## src/rtl/uart_param_if.sv

```systemverilog
// uart_param_if: TX/RX stream and status signals of uart_param.
// The slave modport is the UART side, master is the user side.
interface uart_param_if;
  logic [7:0] i_tx_data;
  logic       i_tx_valid;
  logic       o_tx_ready;
  logic       o_tx;
  logic       i_rx;
  logic [7:0] o_rx_data;
  logic       o_rx_valid;
  logic       i_rx_ready;
  logic       o_rx_parity_error;
  logic       o_rx_frame_error;
  logic       o_rx_overrun;

  modport slave (
    input  i_tx_data, i_tx_valid,
    input  i_rx, i_rx_ready,
    output o_tx_ready, o_tx,
    output o_rx_data, o_rx_valid,
    output o_rx_parity_error,
    output o_rx_frame_error,
    output o_rx_overrun
  );

  modport master (
    output i_tx_data, i_tx_valid,
    output i_rx, i_rx_ready,
    input  o_tx_ready, o_tx,
    input  o_rx_data, o_rx_valid,
    input  o_rx_parity_error,
    input  o_rx_frame_error,
    input  o_rx_overrun
  );
endinterface

```

## src/rtl/uart_param.sv

```systemverilog
// uart_param: parameterised UART, TX and RX share one oversample tick.
// Define UART_PARAM_RX_FIFO_EN for a 4-entry RX FIFO with overrun flag.
module uart_param #(
  parameter int CLK_DIV    = 108,
  parameter int OVERSAMPLE = 4,
  parameter int DATA_BITS  = 8,
  parameter int PARITY     = 0,
  parameter int STOP_BITS  = 1
) (
  input logic         clk,
  input logic         rst,
  uart_param_if.slave u
);
  localparam logic [2:0] S_IDLE  = 3'd0;
  localparam logic [2:0] S_START = 3'd1;
  localparam logic [2:0] S_DATA  = 3'd2;
  localparam logic [2:0] S_PAR   = 3'd3;
  localparam logic [2:0] S_STOP  = 3'd4;

  localparam logic [11:0] DIV_M1 = 12'(CLK_DIV - 1);
  localparam logic [3:0]  OS_M1  = 4'(OVERSAMPLE - 1);
  localparam logic [3:0]  OS_H1  = 4'(OVERSAMPLE / 2 - 1);
  localparam logic [2:0]  DB_M1  = 3'(DATA_BITS - 1);
  localparam logic [7:0]  MASK   = 8'((1 << DATA_BITS) - 1);
  localparam logic        ODD    = (PARITY == 2);
  localparam logic        SB_M1  = 1'(STOP_BITS - 1);

  logic [11:0] div_q;
  logic        tick;

  assign tick = (div_q == DIV_M1);

  always_ff @(posedge clk or posedge rst)
    if (rst) div_q <= '0;
    else     div_q <= tick ? '0 : div_q + 12'd1;

  logic [2:0] tx_st_q, tx_st_d;
  logic [3:0] tx_os_q, tx_os_d;
  logic [2:0] tx_bit_q, tx_bit_d;
  logic [7:0] tx_sh_q, tx_sh_d;
  logic       tx_par_q, tx_par_d;
  logic       tx_line_q, tx_line_d;
  logic       tx_arm_q, tx_arm_d;
  logic       tx_stp_q, tx_stp_d;

  // arm holds the line high until the next tick so the start bit is full width
  always_comb begin
    tx_st_d   = tx_st_q;
    tx_os_d   = tx_os_q;
    tx_bit_d  = tx_bit_q;
    tx_sh_d   = tx_sh_q;
    tx_par_d  = tx_par_q;
    tx_line_d = tx_line_q;
    tx_arm_d  = tx_arm_q;
    tx_stp_d  = tx_stp_q;
    if (tx_st_q == S_IDLE) begin
      tx_line_d = 1'b1;
      if (u.i_tx_valid) begin
        tx_st_d  = S_START;
        tx_arm_d = 1'b1;
        tx_sh_d  = u.i_tx_data & MASK;
        tx_par_d = (^(u.i_tx_data & MASK)) ^ ODD;
      end
    end else if (tick) begin
      if (tx_arm_q) begin
        tx_arm_d  = 1'b0;
        tx_os_d   = '0;
        tx_line_d = 1'b0;
      end else if (tx_os_q != OS_M1) begin
        tx_os_d = tx_os_q + 4'd1;
      end else begin
        tx_os_d = '0;
        unique case (1'b1)
          (tx_st_q == S_START): begin
            tx_st_d   = S_DATA;
            tx_bit_d  = '0;
            tx_line_d = tx_sh_q[0];
          end
          (tx_st_q == S_DATA): begin
            if (tx_bit_q != DB_M1) begin
              tx_bit_d  = tx_bit_q + 3'd1;
              tx_sh_d   = tx_sh_q >> 1;
              tx_line_d = tx_sh_q[1];
            end else if (PARITY != 0) begin
              tx_st_d   = S_PAR;
              tx_line_d = tx_par_q;
            end else begin
              tx_st_d   = S_STOP;
              tx_stp_d  = 1'b0;
              tx_line_d = 1'b1;
            end
          end
          (tx_st_q == S_PAR): begin
            tx_st_d   = S_STOP;
            tx_stp_d  = 1'b0;
            tx_line_d = 1'b1;
          end
          default: begin
            if (tx_stp_q == SB_M1) tx_st_d = S_IDLE;
            else                   tx_stp_d = 1'b1;
          end
        endcase
      end
    end
  end

  always_ff @(posedge clk or posedge rst)
    if (rst) begin
      tx_st_q   <= S_IDLE;
      tx_os_q   <= '0;
      tx_bit_q  <= '0;
      tx_sh_q   <= '0;
      tx_par_q  <= 1'b0;
      tx_line_q <= 1'b1;
      tx_arm_q  <= 1'b0;
      tx_stp_q  <= 1'b0;
    end else begin
      tx_st_q   <= tx_st_d;
      tx_os_q   <= tx_os_d;
      tx_bit_q  <= tx_bit_d;
      tx_sh_q   <= tx_sh_d;
      tx_par_q  <= tx_par_d;
      tx_line_q <= tx_line_d;
      tx_arm_q  <= tx_arm_d;
      tx_stp_q  <= tx_stp_d;
    end

  assign u.o_tx_ready = (tx_st_q == S_IDLE);
  assign u.o_tx       = tx_line_q;

  logic       rx_s1_q, rx_s2_q;
  logic [2:0] rx_st_q, rx_st_d;
  logic [3:0] rx_os_q, rx_os_d;
  logic [3:0] rx_lim;
  logic [2:0] rx_bit_q, rx_bit_d;
  logic [7:0] rx_sh_q, rx_sh_d;
  logic       rx_pe_q, rx_pe_d;
  logic       rx_done;

  always_comb begin
    rx_st_d  = rx_st_q;
    rx_os_d  = rx_os_q;
    rx_bit_d = rx_bit_q;
    rx_sh_d  = rx_sh_q;
    rx_pe_d  = rx_pe_q;
    rx_done  = 1'b0;
    rx_lim   = (rx_st_q == S_START) ? OS_H1 : OS_M1;
    if (rx_st_q == S_IDLE) begin
      if (!rx_s2_q) begin
        rx_st_d = S_START;
        rx_os_d = '0;
        rx_sh_d = '0;
        rx_pe_d = 1'b0;
      end
    end else if (tick) begin
      if (rx_os_q != rx_lim) begin
        rx_os_d = rx_os_q + 4'd1;
      end else begin
        rx_os_d = '0;
        unique case (1'b1)
          (rx_st_q == S_START): begin
            rx_bit_d = '0;
            rx_st_d  = rx_s2_q ? S_IDLE : S_DATA;
          end
          (rx_st_q == S_DATA): begin
            rx_sh_d[rx_bit_q] = rx_s2_q;
            rx_bit_d = rx_bit_q + 3'd1;
            if (rx_bit_q == DB_M1)
              rx_st_d = (PARITY != 0) ? S_PAR : S_STOP;
          end
          (rx_st_q == S_PAR): begin
            rx_pe_d = (^rx_sh_q) ^ rx_s2_q ^ ODD;
            rx_st_d = S_STOP;
          end
          default: begin
            rx_done = 1'b1;
            rx_st_d = S_IDLE;
          end
        endcase
      end
    end
  end

  logic perr_q, ferr_q;

  always_ff @(posedge clk or posedge rst)
    if (rst) begin
      rx_s1_q  <= 1'b1;
      rx_s2_q  <= 1'b1;
      rx_st_q  <= S_IDLE;
      rx_os_q  <= '0;
      rx_bit_q <= '0;
      rx_sh_q  <= '0;
      rx_pe_q  <= 1'b0;
      perr_q   <= 1'b0;
      ferr_q   <= 1'b0;
    end else begin
      rx_s1_q  <= u.i_rx;
      rx_s2_q  <= rx_s1_q;
      rx_st_q  <= rx_st_d;
      rx_os_q  <= rx_os_d;
      rx_bit_q <= rx_bit_d;
      rx_sh_q  <= rx_sh_d;
      rx_pe_q  <= rx_pe_d;
      if (rx_done) begin
        perr_q <= rx_pe_q;
        ferr_q <= !rx_s2_q;
      end
    end

  assign u.o_rx_parity_error = perr_q;
  assign u.o_rx_frame_error  = ferr_q;

`ifdef UART_PARAM_RX_FIFO_EN
  logic [7:0] mem_q [4];
  logic [1:0] wp_q, rp_q;
  logic [2:0] cnt_q;
  logic       ovr_q;
  logic       full, pop, push;

  assign full = (cnt_q == 3'd4);
  assign pop  = (cnt_q != 3'd0) && u.i_rx_ready;
  // a full FIFO still takes a frame when the same edge pops one
  assign push = rx_done && (!full || pop);

  always_ff @(posedge clk)
    if (push) mem_q[wp_q] <= rx_sh_q;

  always_ff @(posedge clk or posedge rst)
    if (rst) begin
      wp_q  <= '0;
      rp_q  <= '0;
      cnt_q <= '0;
      ovr_q <= 1'b0;
    end else begin
      if (push) wp_q <= wp_q + 2'd1;
      if (pop)  rp_q <= rp_q + 2'd1;
      cnt_q <= cnt_q + {2'b0, push} - {2'b0, pop};
      if (rx_done && !push) ovr_q <= 1'b1;
    end

  assign u.o_rx_valid   = (cnt_q != 3'd0);
  assign u.o_rx_data    = u.o_rx_valid ? mem_q[rp_q] : 8'h00;
  assign u.o_rx_overrun = ovr_q;
`else
  logic [7:0] dat_q;
  logic       vld_q;
  logic       unused_rdy;

  assign unused_rdy = u.i_rx_ready;

  always_ff @(posedge clk or posedge rst)
    if (rst) begin
      dat_q <= '0;
      vld_q <= 1'b0;
    end else begin
      vld_q <= rx_done;
      if (rx_done) dat_q <= rx_sh_q;
    end

  assign u.o_rx_valid   = vld_q;
  assign u.o_rx_data    = dat_q;
  assign u.o_rx_overrun = 1'b0;
`endif
endmodule

```

## src/flat_wrapper.sv

```systemverilog
// flat-port wrapper written by rule: the top's interface ports become plain ports
module uart_param_flat 
#(
  parameter int CLK_DIV    = 108,
  parameter int OVERSAMPLE = 4,
  parameter int DATA_BITS  = 8,
  parameter int PARITY     = 0,
  parameter int STOP_BITS  = 1
)
  (clk, rst, u_i_tx_data, u_i_tx_valid, u_i_rx, u_i_rx_ready, u_o_tx_ready, u_o_tx, u_o_rx_data, u_o_rx_valid, u_o_rx_parity_error, u_o_rx_frame_error, u_o_rx_overrun);
  uart_param_if u_i ();
  input logic clk;
  input logic rst;
  input wire logic [$bits(u_i.i_tx_data)-1:0] u_i_tx_data;
  input wire logic [$bits(u_i.i_tx_valid)-1:0] u_i_tx_valid;
  input wire logic [$bits(u_i.i_rx)-1:0] u_i_rx;
  input wire logic [$bits(u_i.i_rx_ready)-1:0] u_i_rx_ready;
  output wire logic [$bits(u_i.o_tx_ready)-1:0] u_o_tx_ready;
  output wire logic [$bits(u_i.o_tx)-1:0] u_o_tx;
  output wire logic [$bits(u_i.o_rx_data)-1:0] u_o_rx_data;
  output wire logic [$bits(u_i.o_rx_valid)-1:0] u_o_rx_valid;
  output wire logic [$bits(u_i.o_rx_parity_error)-1:0] u_o_rx_parity_error;
  output wire logic [$bits(u_i.o_rx_frame_error)-1:0] u_o_rx_frame_error;
  output wire logic [$bits(u_i.o_rx_overrun)-1:0] u_o_rx_overrun;
  assign u_i.i_tx_data = u_i_tx_data;
  assign u_i.i_tx_valid = u_i_tx_valid;
  assign u_i.i_rx = u_i_rx;
  assign u_i.i_rx_ready = u_i_rx_ready;
  assign u_o_tx_ready = u_i.o_tx_ready;
  assign u_o_tx = u_i.o_tx;
  assign u_o_rx_data = u_i.o_rx_data;
  assign u_o_rx_valid = u_i.o_rx_valid;
  assign u_o_rx_parity_error = u_i.o_rx_parity_error;
  assign u_o_rx_frame_error = u_i.o_rx_frame_error;
  assign u_o_rx_overrun = u_i.o_rx_overrun;
  uart_param #(.CLK_DIV(CLK_DIV), .OVERSAMPLE(OVERSAMPLE), .DATA_BITS(DATA_BITS), .PARITY(PARITY), .STOP_BITS(STOP_BITS)) u_core (.clk(clk), .rst(rst), .u(u_i));
endmodule
```

## config.mk

```make
export PLATFORM = sky130hd
export DESIGN_NAME = uart_param_flat
export DESIGN_NICKNAME = d
export VERILOG_FILES = /design/src/rtl/uart_param_if.sv /design/src/rtl/uart_param.sv /design/src/flat_wrapper.sv
export SDC_FILE = /design/constraint.sdc
export NUM_CORES = 1
export LEC_CHECK = 0
export CORE_MARGIN = 5
export CORE_UTILIZATION = 49
export CTS_CLUSTER_SIZE = 16
export DETAILED_ROUTE_END_ITERATION = 8
export HOLD_SLACK_MARGIN = 0.06
export PLACE_DENSITY = 0.79
export SETUP_SLACK_MARGIN = 0.02
export SLEW_MARGIN = 5
export SYNTH_ARGS = -nofsm -noshare
export SYNTH_HDL_FRONTEND = slang
export SYNTH_SLANG_ARGS = --single-unit
export TNS_END_PERCENT = 50
```

## constraint.sdc

```tcl
create_clock -name clk -period 2.6 [get_ports clk]
set_input_delay 0.65 -clock clk [delete_from_list [all_inputs] [get_ports clk]]
set_output_delay 0.65 -clock clk [all_outputs]
set_load 0.02 [all_outputs]
```

# [After elaboration in Yosys (flattened, before gate mapping)]
# Cells that the tools add are included.
[totals] output_inout_bits=14 register_bits=65 wordCells=144
[classes] n_reduce_logical=27 order_cmp=2 mux=62 eq_ne=22 n_addsub=5 bitwise=7
[op_table] operator="$mux W8" count=12
[op_table] operator="$mux W3" count=13
[op_table] operator="$mux W4" count=6
[op_table] operator="$reduce_and A6 Y1" count=4
[op_table] operator="$mux W1" count=20
[op_table] operator="$pmux W3 S3" count=2
[op_table] operator="$reduce_and A4 Y1" count=4
[op_table] operator="$reduce_bool A2 Y1" count=8
[op_table] operator="$add A12 B1 Y12 const B" count=1
[op_table] operator="$eq A12 B7 Y1 const B" count=1
[op_table] operator="$eq A3 B2 Y1 const B" count=4
[op_table] operator="$mux W12" count=1
[op_table] operator="$ne A2 B2 Y1 const B" count=6
[op_table] operator="$pmux W3 S2" count=2
[op_table] operator="$add A4 B1 Y4 const B" count=2
[op_table] operator="$bwmux W8" count=1
[op_table] operator="$reduce_xor A8 Y1" count=1
[op_table] operator="$add A3 B1 Y3 const B" count=2
[op_table] operator="$eq A3 B1 Y1 const B" count=2
[op_table] operator="$logic_not A3 Y1" count=2
[op_table] operator="$ne A3 B2 Y1 const B" count=2
[op_table] operator="$ne A3 B3 Y1 const B" count=2
[op_table] operator="$not A1 Y1" count=6
[op_table] operator="$pmux W1 S3" count=2
[op_table] operator="other kinds (16)" count=19

# [Longest topological paths before layout]
# Gate-level depths: netlist of run 1.
[logic_depth] word_depth=9 depth_mapped=9 mapped_depth_nobuf=7

# [Worst setup path after synthesis of run 1]
# No wires, ideal clock.
[synth_timing] path_kind="register to register" start="reg u_core.div_q[0]" end="reg u_core.tx_sh_q[0]" required_ns=2.476 slack_ns=0.525 stages_incl_launch_ff=9 path_buffers=2 setup_time_ns=0.124 arrival_ns=1.952 path_cell_list="dfrtp_1 ha_1 and4bb_2 nand4_4 or4_1 buf_2 buf_6 o22ai_1 a21oi_1"
[synth_between] elab_chain_cells=3
[synth_rtl] element="from (decl)" line_no="uart_param.sv:28" source="logic [11:0] div_q;"
[synth_rtl] element="from (signal assigned)" line_no="uart_param.sv:35" source="else div_q <= tick ? '0 : div_q + 12'd1;"
[synth_rtl] element="$eq A12 B7 Y1" line_no="uart_param.sv:31" source="assign tick = (div_q == DIV_M1);"
[synth_rtl] element="$reduce_bool A2 Y1 (no source line)"
[synth_rtl] element="$reduce_and A6 Y1 (no source line)"
[synth_rtl] element="to (signal assigned)" line_no="uart_param.sv:121" source="tx_sh_q <= tx_sh_d;"
[synth_rtl] element="to (decl)" line_no="uart_param.sv:40" source="logic [7:0] tx_sh_q, tx_sh_d;"
# Every way passes these cells.
# A chain may end at the register's enable or synchronous reset.

# [Worst setup path in the final report of run 1]
[layout_timing] start="reg u_core.tx_st_q[2]" end="out u_o_tx_ready"
[layout_between] elab_chain_cells=1
[layout_rtl] element="from (decl)" line_no="uart_param.sv:37" source="logic [2:0] tx_st_q, tx_st_d;"
[layout_rtl] element="from (signal assigned)" line_no="uart_param.sv:118" source="tx_st_q <= tx_st_d;"
[layout_rtl] element="$logic_not A3 Y1" line_no="uart_param.sv:128" source="assign u.o_tx_ready = (tx_st_q == S_IDLE);"
[layout_rtl] element="to (decl)" line_no="flat_wrapper.sv:18" source="output wire logic [$bits(u_i.o_tx_ready)-1:0] u_o_tx_ready;"
# Every way passes these cells.

==> impl_results.rst, run 1 <==
.. list-table::
   :header-rows: 1

   * - Metric
     - Value
   * - Crit path DAT
     - 1.71 ns
   * - Share of flip-flops with an asynchronous set or reset after synthesis
     - 1.00
   * - Root buf cell
     - sky130_fd_sc_hd__clkbuf_8
   * - Relative max-transition margin
     - 0.524
   * - Number of antenna violations at the first check in global routing
     - 0
   * - Max-slew violation count
     - 0
   * - Worst-margin pin slew
     - 0.708 ns
   * - Fill cell instance count of the final layout
     - 550
   * - Vertical die dimension
     - 91.4 um
   * - Die area
     - 8360 um^2
   * - Horizontal die dimension
     - 91.4 um
   * - Routability congestion estimate from global placement
     - 0.794
   * - Worst Clk Skew
     - 0.0110 ns
   * - DRC viols
     - 0
   * - Syn Area/Cell
     - 10.3 um^2
   * - Initial Utilization
     - 0.509
   * - ANT nets after route
     - 0
   * - Yosys warning count
     - 0
   * - Primary FF master, synth
     - sky130_fd_sc_hd__dfrtp_1
   * - Clock sink count
     - 64
   * - Final number of setup-violating endpoints
     - 0
   * - Post-CTS setup buffer count
     - 0
   * - Power density relative to cell area
     - 475 nW/um^2
   * - Setup tns final
     - 0 ns
   * - Drt via density
     - 5.68
   * - Final #Nets
     - 364
   * - Critical path data required time
     - 1.95 ns
   * - Routed length per instance
     - 14.7 um
   * - Number of flops mapped to enable cells by yosys
     - 0
   * - Combined global-route utilization of all metal layers
     - 0.165
   * - Yosys cell types
     - 56
   * - Top-area cell type share of the netlist area
     - 0.470
   * - Routed via count
     - 2,420
   * - Number of buffers on the longest clock path
     - 2
   * - Number of global-route vias before repair
     - 2,471
   * - Utilization after layout
     - 0.586
   * - Class of the tightest hold or removal check
     - flop to flop
   * - Most area-consuming cells after synthesis
     - sky130_fd_sc_hd__dfrtp_1, sky130_fd_sc_hd__nand2_1, sky130_fd_sc_hd__xnor2_1
   * - Total half-perimeter wirelength after legalization and detailed placement
     - 4440 um
   * - Most frequent cell after synthesis
     - sky130_fd_sc_hd__dfrtp_1
   * - Post-route non-filler standard cell count
     - 426
   * - Cell row count
     - 29
   * - Core ar.
     - 6390 um^2
   * - Clock slew at the register clock pins of the worst setup and hold paths
     - 0.07 ns
   * - DP Cell Count
     - 410
   * - Number of CTS-inserted buffers
     - 9
   * - Clock latency on the worst-skew pair
     - 0.34 ns
   * - Count of TritonRoute iterations in the first routing pass
     - 4
   * - Number of H-tree branching levels
     - 3
   * - Most numerous cell types in the synthesized netlist
     - sky130_fd_sc_hd__dfrtp_1, sky130_fd_sc_hd__nand2_1, sky130_fd_sc_hd__nor2_1
   * - Hold Crit Depth
     - 0
   * - Syn Std Cell Area
     - 3250 um^2
   * - Overflow left after global routing
     - 0
   * - Max cap viols
     - 0
   * - Final critical-path required period
     - 2.36 ns
   * - Yosys top cell by area
     - sky130_fd_sc_hd__dfrtp_1
   * - Sequential cell area fraction in the yosys report
     - 0.494
   * - Seq cells post-synth
     - 64
   * - Peak supply drop
     - 0.000409 V
   * - Worst reg2reg path depth
     - 6
   * - Critical-path maximum fanout
     - 6
   * - Buffers added on ports
     - 24
   * - Number of instances in the synthesized netlist
     - 316
   * - Final period utilization
     - 0.909
   * - Final antenna diode count
     - 0
   * - Critical path class
     - flop to output port
   * - TritonCTS clock tree
     - yes
   * - Area of the multi-input gates
     - 1550 um^2
   * - Layout cells sized above 1
     - 0.129
   * - First-iteration detailed-routing DRC count
     - 91
   * - Final-report hold violation count
     - 0
   * - Unrepaired setup endpoints after global routing
     - no
   * - Largest net degree at the start of global routing
     - 26
   * - # IOs
     - 27
   * - Max frequency
     - 0.423 GHz
   * - Detailed-route wire length
     - 6250 um
   * - Outcome
     - finished, final reports clean
   * - Post-Synthesis Net Count
     - 336
   * - Global-route wire length before repair
     - 11,300 um
   * - Worst Setup End Kind
     - output port
   * - Leak
     - 1.70 nW
   * - Area Growth Syn to Fin
     - 15.1%
   * - Sequential Area
     - 1610 um^2
   * - Nature of the critical path startpoint
     - flop
## worst max-delay path, cell delays in order, from the launching register on
cell	delay, ns
sky130_fd_sc_hd__dfrtp_1	0.43
sky130_fd_sc_hd__or3_1	0.49
sky130_fd_sc_hd__inv_1	0.11
sky130_fd_sc_hd__dlygate4sd2_1	0.34
## logic make-up after synthesis
group                      after synthesis  share of synthesized area
xor gates and xnor gates                20                     0.0539
other                                    1                    0.00115
AOI/OAI and AO/OA                       65                      0.127
muxes                                   15                     0.0516
buffers and inverters                   22                     0.0297
and+or+nand+nor                        122                      0.216
adders and majority gates                7                     0.0270
DFF                                     64                      0.494
## layout make-up
cell class,instances,area share
Clock inverter,1,0.00134
Sequential cell,64,0.429
Clock buffer,15,0.0418
Tap cell,77,0.0258
Inverter,9,0.00903
Multi-Input combinational cell,230,0.414
Timing Repair Buffer,30,0.0793
## sequential cells by signal (all words and copies together) (netlist names)
name,flops
u_core.rx_bit_q,3
u_core.rx_st_q,3
u_core.tx_arm_q,1
u_core.u.o_rx_valid,1
u_core.u.o_tx,1
u_core.rx_s2_q,1
u_core.rx_sh_q,8
u_core.tx_os_q,4
u_core.tx_bit_q,3
u_core.rx_pe_q,1
u_core.rx_os_q,4
u_core.tx_st_q,3
u_core.tx_sh_q,8
u_core.u.o_rx_frame_error,1
u_core.rx_s1_q,1
u_core.div_q,12
u_core.u.o_rx_parity_error,1
u_core.u.o_rx_data,8
## stage by stage
step	cell area [um^2]	hold slack [ns]	setup WS, ns	power [W]
final	3740	0.359	0.236	0.00178
after global routing	3740	0.365	0.102	0.00186
after CTS	3740	0.363	0.218	0.00181
after detailed placement	3580	0.354	0.296	0.00107
after global placement	3580	0.348	0.336	0.00107
after floorplan	3250	0.345	0.357	0.00104
## cell usage in the layout (no fill, tap or decap), types with 6 or more instances in the layout
cell type                         netlist  routed
sky130_fd_sc_hd__mux2_2                10      10
sky130_fd_sc_hd__ha_1                   7       7
sky130_fd_sc_hd__nand3_1               17      17
sky130_fd_sc_hd__o21ai_0               17      17
sky130_fd_sc_hd__clkbuf_8               0      10
sky130_fd_sc_hd__nor2_1                21      21
sky130_fd_sc_hd__a21oi_1               19      19
sky130_fd_sc_hd__clkdlybuf4s50_1        0      23
sky130_fd_sc_hd__o22ai_1                8       8
sky130_fd_sc_hd__inv_1                  9       8
sky130_fd_sc_hd__nand2_1               38      38
sky130_fd_sc_hd__xor2_1                 6       6
sky130_fd_sc_hd__and3_1                 6       6
sky130_fd_sc_hd__xnor2_1               14      14
sky130_fd_sc_hd__dfrtp_1               61      61
## metal layers
| metal | global-route usage | up-vias | share of wire |
|---|---|---|---|
| li1 | - | 1189 | - |
| met5 | 0 | - | 0 |
| met2 | 0.273 | 41 | 0.50 |
| met1 | 0.198 | 1180 | 0.44 |
| met4 | 0.0758 | 0 | 0.016 |
| met3 | 0.0488 | 10 | 0.044 |
## power by group
part           switching (W)  internal [W]
registers         0.00000259      0.000999
clock network       0.000354      0.000373
logic              0.0000265     0.0000215
total               0.000383       0.00139
## worst paths after layout
check,start,slack (ns),endpoint
setup / recovery,u_core.tx_st_q[2]$_DFFE_PP0P_,0.24,u_o_tx_ready
hold / removal,u_core.rx_s1_q$_DFF_PP1_,0.36,u_core.rx_s2_q$_DFF_PP1_
setup reg to reg,u_core.div_q[0]$_DFF_PP0_,0.28,u_core.tx_sh_q[2]$_DFFE_PP0P_
hold reg to reg,u_core.rx_s1_q$_DFF_PP1_,0.36,u_core.rx_s2_q$_DFF_PP1_
max in group asynchronous,rst,1.32,u_core.div_q[9]$_DFF_PP0_
min in group asynchronous,rst,0.66,u_core.u.o_rx_data[1]$_DFFE_PP0P_
## what timing repair did
item	in CTS	in global routing
hold buffers	0	0
endpoints found under the hold margin	0	0
gates resized for setup	1	0
endpoints found under the setup margin	1	0
Note: power is estimated with default switching activity, not from simulation.
==> run 2, diff against run 1 <==
--- a/config.mk
+++ b/config.mk
@@ -16,4 +16,4 @@
 export SYNTH_ARGS = -nofsm -noshare
 export SYNTH_HDL_FRONTEND = slang
 export SYNTH_SLANG_ARGS = --single-unit
-export TNS_END_PERCENT = 50
+export TNS_END_PERCENT = 10
==> results of run 2 <==
No change in the layout: final DEF, timing and power equal those of run 1.
